<file path="config.mk">
export PLATFORM = sky130hd
export DESIGN_NAME = fb_scanout_dbuf
export DESIGN_NICKNAME = d
export VERILOG_FILES = /design/src/rtl/fb_scanout_dbuf.sv
export SDC_FILE = /design/constraint.sdc
export NUM_CORES = 1
export LEC_CHECK = 0
export BUFFER_PORTS_ARGS = -buffer_cell sky130_fd_sc_hd__buf_2
export CORE_MARGIN = 8
export CORE_UTILIZATION = 55
export CTS_CLUSTER_DIAMETER = 200
export DETAILED_ROUTE_END_ITERATION = 8
export GPL_TIMING_DRIVEN = 0
export PLACE_DENSITY = 0.84
export REMOVE_ABC_BUFFERS = 1
export SLEW_MARGIN = 20
export SYNTH_ARGS = -nofsm -noshare
export SYNTH_HDL_FRONTEND = slang
export SYNTH_SLANG_ARGS = --single-unit
</file>
<file path="constraint.sdc">
create_clock -name pixel_clk -period 6.6 [get_ports pixel_clk]
set_input_delay 1.32 -clock pixel_clk [delete_from_list [all_inputs] [get_ports pixel_clk]]
set_output_delay 1.32 -clock pixel_clk [all_outputs]
set_load 0.01 [all_outputs]
</file>
<file path="src/rtl/fb_scanout_dbuf.sv">
// Double-buffered framebuffer scanout: integer upscale, BRAM read issue, colour
// expansion with sync re-alignment, and vsync-gated bank swap handshake.
module fb_scanout_dbuf #(
  parameter int          FB_W       = 320,
  parameter int          FB_H       = 240,
  parameter int          SCALE_LOG2 = 1,
  parameter int          PIX_BITS   = 8,
  parameter int          RD_LAT     = 2,
  parameter int          ADDR_W     = 17,
  parameter logic [11:0] BORDER     = 12'h000
) (
  input  logic                pixel_clk,
  input  logic                arstn,
  input  logic [9:0]          drawX,
  input  logic [9:0]          drawY,
  input  logic                vde,
  input  logic                hsync,
  input  logic                vsync,
  input  logic                swap_req,
  output logic                swap_ack,
  output logic                back_sel,
  output logic [15:0]         frame_cnt,
  output logic                rd_en,
  output logic                rd_bank,
  output logic [ADDR_W-1:0]   rd_addr,
  input  logic [PIX_BITS-1:0] rd_data,
  output logic [3:0]          red,
  output logic [3:0]          green,
  output logic [3:0]          blue,
  output logic                vde_o,
  output logic                hsync_o,
  output logic                vsync_o
);

  localparam int SYNC_LAT = RD_LAT + 2;

  typedef enum logic {IDLE, PENDING} swap_state_t;

  swap_state_t      state_reg;
  logic             front_sel;
  logic             vs_q;
  logic             vs_edge;

  logic [9:0]        fx;
  logic [9:0]        fy;
  logic              inimg;
  logic [ADDR_W-1:0] addr_next;

  logic [1:0]  tag_reg  [RD_LAT+1];
  logic [2:0]  sync_reg [SYNC_LAT];
  logic [11:0] pix_rgb;
  logic [11:0] rgb_reg;

  assign fx        = drawX >> SCALE_LOG2;
  assign fy        = drawY >> SCALE_LOG2;
  assign inimg     = vde && (32'(fx) < FB_W) && (32'(fy) < FB_H);
  assign addr_next = ADDR_W'(fy) * ADDR_W'(FB_W) + ADDR_W'(fx);

  // Stage A: rd_bank samples front_sel here, so reads already in flight
  // finish on the bank they were issued against.
  always_ff @(posedge pixel_clk) begin
    if (!arstn) begin
      rd_en   <= 1'b0;
      rd_addr <= '0;
      rd_bank <= 1'b0;
    end else begin
      rd_en   <= inimg;
      rd_bank <= front_sel;
      if (inimg) rd_addr <= addr_next;
    end
  end

  // tag_reg[0] is the stage-A tag; tag_reg[RD_LAT] lines up with rd_data.
  always_ff @(posedge pixel_clk) begin
    if (!arstn) begin
      for (int i = 0; i <= RD_LAT; i++) tag_reg[i] <= 2'b00;
      for (int i = 0; i < SYNC_LAT; i++) sync_reg[i] <= 3'b011;
    end else begin
      tag_reg[0]  <= {vde, inimg};
      sync_reg[0] <= {vde, hsync, vsync};
      for (int i = 1; i <= RD_LAT; i++) tag_reg[i] <= tag_reg[i-1];
      for (int i = 1; i < SYNC_LAT; i++) sync_reg[i] <= sync_reg[i-1];
    end
  end

  generate
    if (PIX_BITS == 16) begin : g_rgb565
      logic unused_lsbs;
      assign unused_lsbs = ^{rd_data[11], rd_data[5], rd_data[0]};
      assign pix_rgb = {rd_data[15:12], rd_data[10:7], rd_data[4:1]};
    end else begin : g_rgb332
      assign pix_rgb = {rd_data[7:5], rd_data[7], rd_data[4:2], rd_data[4],
                        rd_data[1:0], rd_data[1:0]};
    end
  endgenerate

  always_ff @(posedge pixel_clk) begin
    if (!arstn)                   rgb_reg <= 12'h000;
    else if (!tag_reg[RD_LAT][1]) rgb_reg <= 12'h000;
    else if (!tag_reg[RD_LAT][0]) rgb_reg <= BORDER;
    else                          rgb_reg <= pix_rgb;
  end

  assign {red, green, blue}        = rgb_reg;
  assign {vde_o, hsync_o, vsync_o} = sync_reg[SYNC_LAT-1];

  // A request seen on the edge cycle itself is honoured straight from IDLE.
  assign vs_edge = vs_q & ~vsync;

  always_ff @(posedge pixel_clk) begin
    if (!arstn) begin
      state_reg <= IDLE;
      front_sel <= 1'b0;
      back_sel  <= 1'b1;
      swap_ack  <= 1'b0;
      frame_cnt <= 16'h0000;
      vs_q      <= 1'b1;
    end else begin
      vs_q     <= vsync;
      swap_ack <= 1'b0;
      if (vs_edge) frame_cnt <= frame_cnt + 16'd1;
      case (state_reg)
        IDLE: begin
          if (swap_req) begin
            if (vs_edge) begin
              front_sel <= ~front_sel;
              back_sel  <= front_sel;
              swap_ack  <= 1'b1;
            end else begin
              state_reg <= PENDING;
            end
          end
        end
        PENDING: begin
          if (vs_edge) begin
            front_sel <= ~front_sel;
            back_sel  <= front_sel;
            swap_ack  <= 1'b1;
            state_reg <= IDLE;
          end
        end
        default: state_reg <= IDLE;
      endcase
    end
  end

endmodule
</file>
==> metrics.md, run 1 <==
| Metric | Value |
|---|---|
| Status | completed |
| Net Sw Power | 0.215 mW |
| IR drop worst, VDD | 102 uV |
| PnR worst setup slack | about 3.1 ns |
| ANT cells | 0 |
| CP required | slightly below 7 ns |
| Number of remaining DRC errors | 0 |
| Slowest CP cell | a211oi_1 |
| Nets | slightly above 400 |
| Syn avg cell area | slightly below 10 um^2 |
| Yosys reg bits | 61 |
| Pre-CTS WS | 2.75 ns |
| Final Wtd Congestion | 0.821 |
| Sequential element share of the synthesized area | 0.441 |
| IO Pins | 86 |
| Synth async-reset ratio | 0 |
| Gate power share | 0.152 |
| Post-CTS setup buffers | 0 |
| Dominant synthesized flop cell | dfxtp_1 |
| Vias in the first global route | approximately 2200 |
| Routed via count | 2208 |
| Fmax | 0.284 GHz |
| First-pass GRT wire length | approximately 9600 um |
| R2R setup slack | between 4 and 5 ns |
| P_int | between 0.6 and 0.7 mW |
| Slew HR | 0.286 |
| # hold bufs at CTS | 0 |
| Core area | between 0.004 and 0.005 mm^2 |
| Final setup viols | 0 |
| Yosys cell types | 46 |
| CP most frequent cell | ha_1 |
| Clk slew on worst S/H paths | around 0.070 ns |
| Dominant cell type by area after synthesis | dfxtp_1 |
| GRT Residual Overflow | 0 |
| Iter 0 DRT Violations | between 70 and 80 |
| Tmin final | 3.53 ns |
| Slowest stage delay, CP | around 0.45 ns |
| Avg Vias per Cell | between 5 and 6 |
| Fin cells | about 440 |
| Final hold viol count | 0 |
| Slew Limit Fails | 0 |
| Post-CTS sizing | 0 |
| Worst Hold Class | register to register |
| Worst endpoint data arrival time | approximately 3.7 ns |
| Max reg flops | 17 |
| Chip width | slightly below 90 um |
| Top-area cell type share of the netlist area | 0.441 |
| Critical path cell sequence | buf_2 > ha_1 > ha_1 > fa_1 > a211oi_1 > o22ai_1 > nor4_4 > nand3_1 > xnor2_1 > o2bb2ai_1 |
| Crit path capture type | register |
| Pwr dens | roughly 260 mW/mm^2 |
| RSZ-0062 raised after global routing | no |
| Post-synth top cells | dfxtp_1, nor2_1, ha_1 |
| Startpoint Class | primary input |
| Mapped cell area | 0.00277 mm^2 |
| Final setup TNS | 0 ns |
| Drt wl/cell | approximately 13 um |
| Leakage power | about 1.6 nW |
| Worst Tran Pin Value | between 1 and 1.5 ns |
| Initial antenna violation count | 0 |
| Worst skew pair latency | 0.32 ns |
| Initial Utilization | 0.556 |
| Crit path buf inv count | 1 |
| Row count | 26 |
| DRT antenna net count | 0 |
| Die area | approximately 0.0076 mm^2 |
| Gate Count Post-Synth | 280 |
| Top Family by Delay on Critical Path | adder cells |
| Clock power frac | 0.409 |
| Power, Total | slightly below 0.9 mW |
| Max Cap Violations | 0 |
| CP Class | primary input to register |
| CTS sink cnt | between 60 and 70 |
| Net Sw Frac | 0.244 |
| Clock tree buffer depth | 2 |
| Total GRT Usage | 0.158 |
| WL final | 5740 um |
| Cts bufs inserted | 9 |
| Synth area leaders | dfxtp_1, ha_1, nor2_1, xor2_1, mux2i_1 |
| Area growth syn-to-layout | 23.9% |
| Seq pwr share | 0.439 |
| Post-Route Skew | between 0.006 and 0.007 ns |
| Largest net degree at the start of global routing | 33 |
| DRT Pass-1 Iters | 4 |
| Inst Count DP | between 400 and 500 |
| Final worst-path cycle share | 0.534 |
| Clock root buffer | clkbuf_8 |
| EDFF count, synth | 0 |
| Die span in y | 86.9 um |
| CTS tree | yes |
| Layout cell share with drive strength beyond 1 | 0.293 |
| Htree depth | 3 |
| Synth Warn # | 0 |
| Number of I/O port buffers | 83 |
| Post-layout util | 0.689 |
| Most common cell in the synthesized netlist | dfxtp_1 |
| HPWL Detailed | between 4000 and 5000 um |
| Fillers | 400 |
| Largest fanout on the critical path | 4 |
[layout by cell type, fill, tap and decap left out, types with 6 or more instances in the layout]
master	instances
ha_1	18
nand2b_1	9
mux2i_1	12
clkbuf_8	14
and2_1	16
dfxtp_1	61
xnor2_1	8
a211oi_1	8
xor2_1	17
nand3_1	6
inv_1	6
o21ai_0	6
buf_2	83
nand4_1	6
nor2_1	41
nand2_1	10
[per-stage QoR]
stage	hold slack, ns	cell area (um^2)
floorplan	0.386	2700
global placement	0.388	3200
detailed placement	0.397	3200
CTS	0.406	3430
global route	0.409	3430
finish	0.399	3430
[metal layers]
layer  up-vias  global-route usage  part of all wire  routed length (um)
met5         -                   0                 0                   0
met4         0              0.0798             0.022                 125
met3        11              0.0575             0.073                 418
met2        67               0.255              0.47                2690
met1      1014               0.179              0.44                2510
li1       1116                   -                 -                   -
[power groups by stage]
stage / clock network (mW) / logic (mW) / registers [mW]
2_1_floorplan: 0 / 0.0894 / 0.398
3_3_place_gp: 0 / 0.129 / 0.394
3_5_place_dp: 0 / 0.133 / 0.394
4_1_cts: 0.367 / 0.134 / 0.386
5_1_grt: 0.387 / 0.148 / 0.387
6_report: 0.360 / 0.133 / 0.386
[final timing paths]
kind                              from                         end  cells past startpoint
max                           drawY[2]    rd_addr[16]$_SDFFE_PN0P_                     10
min          sync_reg[1][1]$_SDFF_PN1_   sync_reg[2][1]$_SDFF_PN1_                      1
max reg2reg  sync_reg[0][0]$_SDFF_PN1_  frame_cnt[15]$_SDFFE_PN0P_                      6
min reg2reg  sync_reg[1][1]$_SDFF_PN1_   sync_reg[2][1]$_SDFF_PN1_                      1
[cell type report]
class                           count  area (um^2)  area share
Clock buffer                       14          193      0.0562
Clock inverter                      2         37.5      0.0109
Inverter                            6         22.5     0.00657
Multi-Input combinational cell    199         1450       0.424
Sequential cell                    61         1220       0.356
Tap cell                           70         87.6      0.0255
Timing Repair Buffer               83          415       0.121
[worst reg2reg max path: stages, from the launching register on]
cell and delay [ns]:
dfxtp_1 0.33, nor2b_1 0.45, and4_1 0.38, nor3b_2 0.31
nand3_1 0.15, xor2_1 0.17, nor2_1 0.05
[kinds of logic after synthesis]
kind of cell / Yosys count / share of synthesized area
buf+inv: 20 / 0.0339
flops: 61 / 0.441
fa+ha+maj: 20 / 0.0958
compound gates: 33 / 0.0913
xor+xnor: 26 / 0.0850
simple gates: 108 / 0.209
mux: 12 / 0.0434
Power figures use the tool's default switching activity.
==> run 2, diff against run 1 <==
--- a/config.mk
+++ b/config.mk
@@ -7,11 +7,11 @@
 export LEC_CHECK = 0
 export BUFFER_PORTS_ARGS = -buffer_cell sky130_fd_sc_hd__buf_2
 export CORE_MARGIN = 8
-export CORE_UTILIZATION = 55
+export CORE_UTILIZATION = 46
 export CTS_CLUSTER_DIAMETER = 200
 export DETAILED_ROUTE_END_ITERATION = 8
 export GPL_TIMING_DRIVEN = 0
-export PLACE_DENSITY = 0.84
+export PLACE_DENSITY = 0.75
 export REMOVE_ABC_BUFFERS = 1
 export SLEW_MARGIN = 20
 export SYNTH_ARGS = -nofsm -noshare
==> constraint.sdc (replaced) <==
create_clock -name pixel_clk -period 2.9 [get_ports pixel_clk]
set_input_delay 0.58 -clock pixel_clk [delete_from_list [all_inputs] [get_ports pixel_clk]]
set_output_delay 0.58 -clock pixel_clk [all_outputs]
set_load 0.01 [all_outputs]
==> metrics.md, run 2 (synthesized netlist as in run 1, its figures left out) <==
| Metric | Value |
|---|---|
| Status | completed |
| Critical path cell sequence | buf_2 > ha_1 > ha_1 > fa_1 > a211oi_2 > o22ai_1 > nor4_4 > nand3_1 > xnor2_1 > o2bb2ai_1 |
| Largest net degree at the start of global routing | 33 |
| Crit path buf inv count | 1 |
| DRT Pass-1 Iters | 6 |
| Die span in y | about 94 um |
| GR Util met2 | 0.211 |
| Design area | approximately 0.0035 mm^2 |
| Post-layout util | 0.587 |
| Nets | 414 |
| Final setup viols | 0 |
| Startpoint Class | primary input |
| Layout cell share with drive strength beyond 1 | 0.294 |
| Post-Route Skew | 0.00593 ns |
| Initial Utilization | 0.470 |
| Routed via count | roughly 2100 |
| Clock root buffer | clkbuf_8 |
| Slew Limit Fails | 0 |
| Total GRT Usage | 0.129 |
| Post-CTS sizing | 0 |
| Post-CTS setup buffers | 0 |
| Chip width | slightly above 90 um |
| Final Wtd Congestion | roughly 0.79 |
| Commonest non-fill, non-tap cell in the layout | buf_2 |
| ANT cells | 0 |
| Pwr dens | roughly 610 mW/mm^2 |
| Avg Vias per Cell | around 4.9 |
| # hold bufs at CTS | 0 |
| Largest fanout on the critical path | 4 |
| First-pass GRT wire length | 9270 um |
| GRT Residual Overflow | 0 |
| Core area | around 0.0059 mm^2 |
| GRT met1 Usage | 0.149 |
| IO Pins | 86 |
| Gate power share | 0.145 |
| Power, Total | about 2.1 mW |
| Worst r2r src | sync_reg[0][0]$_SDFF_PN1_ |
| Max Cap Violations | 0 |
| Cts bufs inserted | 9 |
| Inst Count DP | between 400 and 500 |
| Slowest CP cell | fa_1 |
| Top Family by Delay on Critical Path | adder cells |
| Tmin final | approximately 2.7 ns |
| Leakage power | 1.59 nW |
| Vias in the first global route | roughly 2100 |
| WL final | between 5000 and 6000 um |
| Number of I/O port buffers | 83 |
| Htree depth | 3 |
| Net Sw Frac | 0.233 |
| Worst Hold Class | register to register |
| Slowest stage delay, CP | approximately 0.44 ns |
| Initial antenna violation count | 0 |
| Final worst-path cycle share | 0.920 |
| Hold_sp | sync_reg[1][0]$_SDFF_PN1_ |
| Drt wl/cell | ~13 um |
| Max reg flops | 17 |
| Hold WS | between 0.4 and 0.5 ns |
| Clock tree buffer depth | 2 |
| Number of remaining DRC errors | 0 |
| Fillers | 518 |
| Area after DPL | around 0.0032 mm^2 |
| P_int | 1.61 mW |
| Die area | between 0.008 and 0.009 mm^2 |
| HPWL Detailed | roughly 4300 um |
| Slew HR | 0.287 |
| Final hold viol count | 0 |
| CP Class | primary input to register |
| Worst endpoint data arrival time | roughly 2.9 ns |
| CTS sink cnt | 61 |
| CP most frequent cell | ha_1 |
| Crit. Startpoint | drawY[2] |
| Seq pwr share | 0.419 |
| M3 GR Usage | 0.0457 |
| Clk slew on worst S/H paths | about 0.070 ns |
| Fmax | about 0.37 GHz |
| Worst Tran Pin Value | 1.07 ns |
| Most Used Layer, Global Route | met2 |
| IR drop worst, VDD | 409 uV |
| DRT antenna net count | 0 |
| Commonest cells after routing, fill and taps aside | buf_2, dfxtp_1, nor2_1 |
| CP required | around 3.1 ns |
| CTS tree | yes |
| Clock power frac | 0.437 |
| Worst skew pair latency | 0.32 ns |
| Crit path capture type | register |
| Iter 0 DRT Violations | 40 |
| Area growth syn-to-layout | 24.9% |
| Net Sw Power | between 0.4 and 0.5 mW |
| RSZ-0062 raised after global routing | no |
| Row count | 28 |
| Fin cells | 439 |
run 2: area by class of cell:
cell class	count	area, um^2	share of cell area
Sequential cell	61	1220	0.353
Tap cell	75	93.8	0.0271
Multi-Input combinational cell	199	1460	0.422
Clock buffer	11	151	0.0438
Clock inverter	4	95.1	0.0275
Inverter	6	22.5	0.00651
Timing Repair Buffer	83	415	0.120
run 2: metal layers:
metal	vias to the layer above	part of all wire
met2	61	0.45
met1	966	0.46
li1	1112	-
met3	4	0.082
met4	0	0.0059
met5	-	0
run 2: worst paths after layout:
| check | slack [ns] | endpoint | cells after the start |
|---|---|---|---|
| setup / recovery | 0.23 | rd_addr[16]$_SDFFE_PN0P_ | 10 |
| hold / removal | 0.41 | sync_reg[2][0]$_SDFF_PN1_ | 1 |
| setup reg to reg | 0.96 | frame_cnt[13]$_SDFFE_PN0P_ | 6 |
| hold reg to reg | 0.41 | sync_reg[2][0]$_SDFF_PN1_ | 1 |
run 2: power by group through the flow:
stage / clock network [mW] / logic [mW] / registers (mW)
after global placement: 0 / 0.296 / 0.896
after global routing: 0.976 / 0.341 / 0.881
after CTS: 0.937 / 0.306 / 0.879
after detailed placement: 0 / 0.303 / 0.897
after floorplan: 0 / 0.203 / 0.906
final: 0.917 / 0.304 / 0.879
run 2: metrics by stage:
stage / setup WS, ns / TNS [ns]
after floorplan: 0.136 / 0
final: 0.231 / 0
after CTS: 0.0892 / 0
after detailed placement: -0.266 / -0.652
after global placement: -0.213 / -0.426
after global routing: 0.0941 / 0
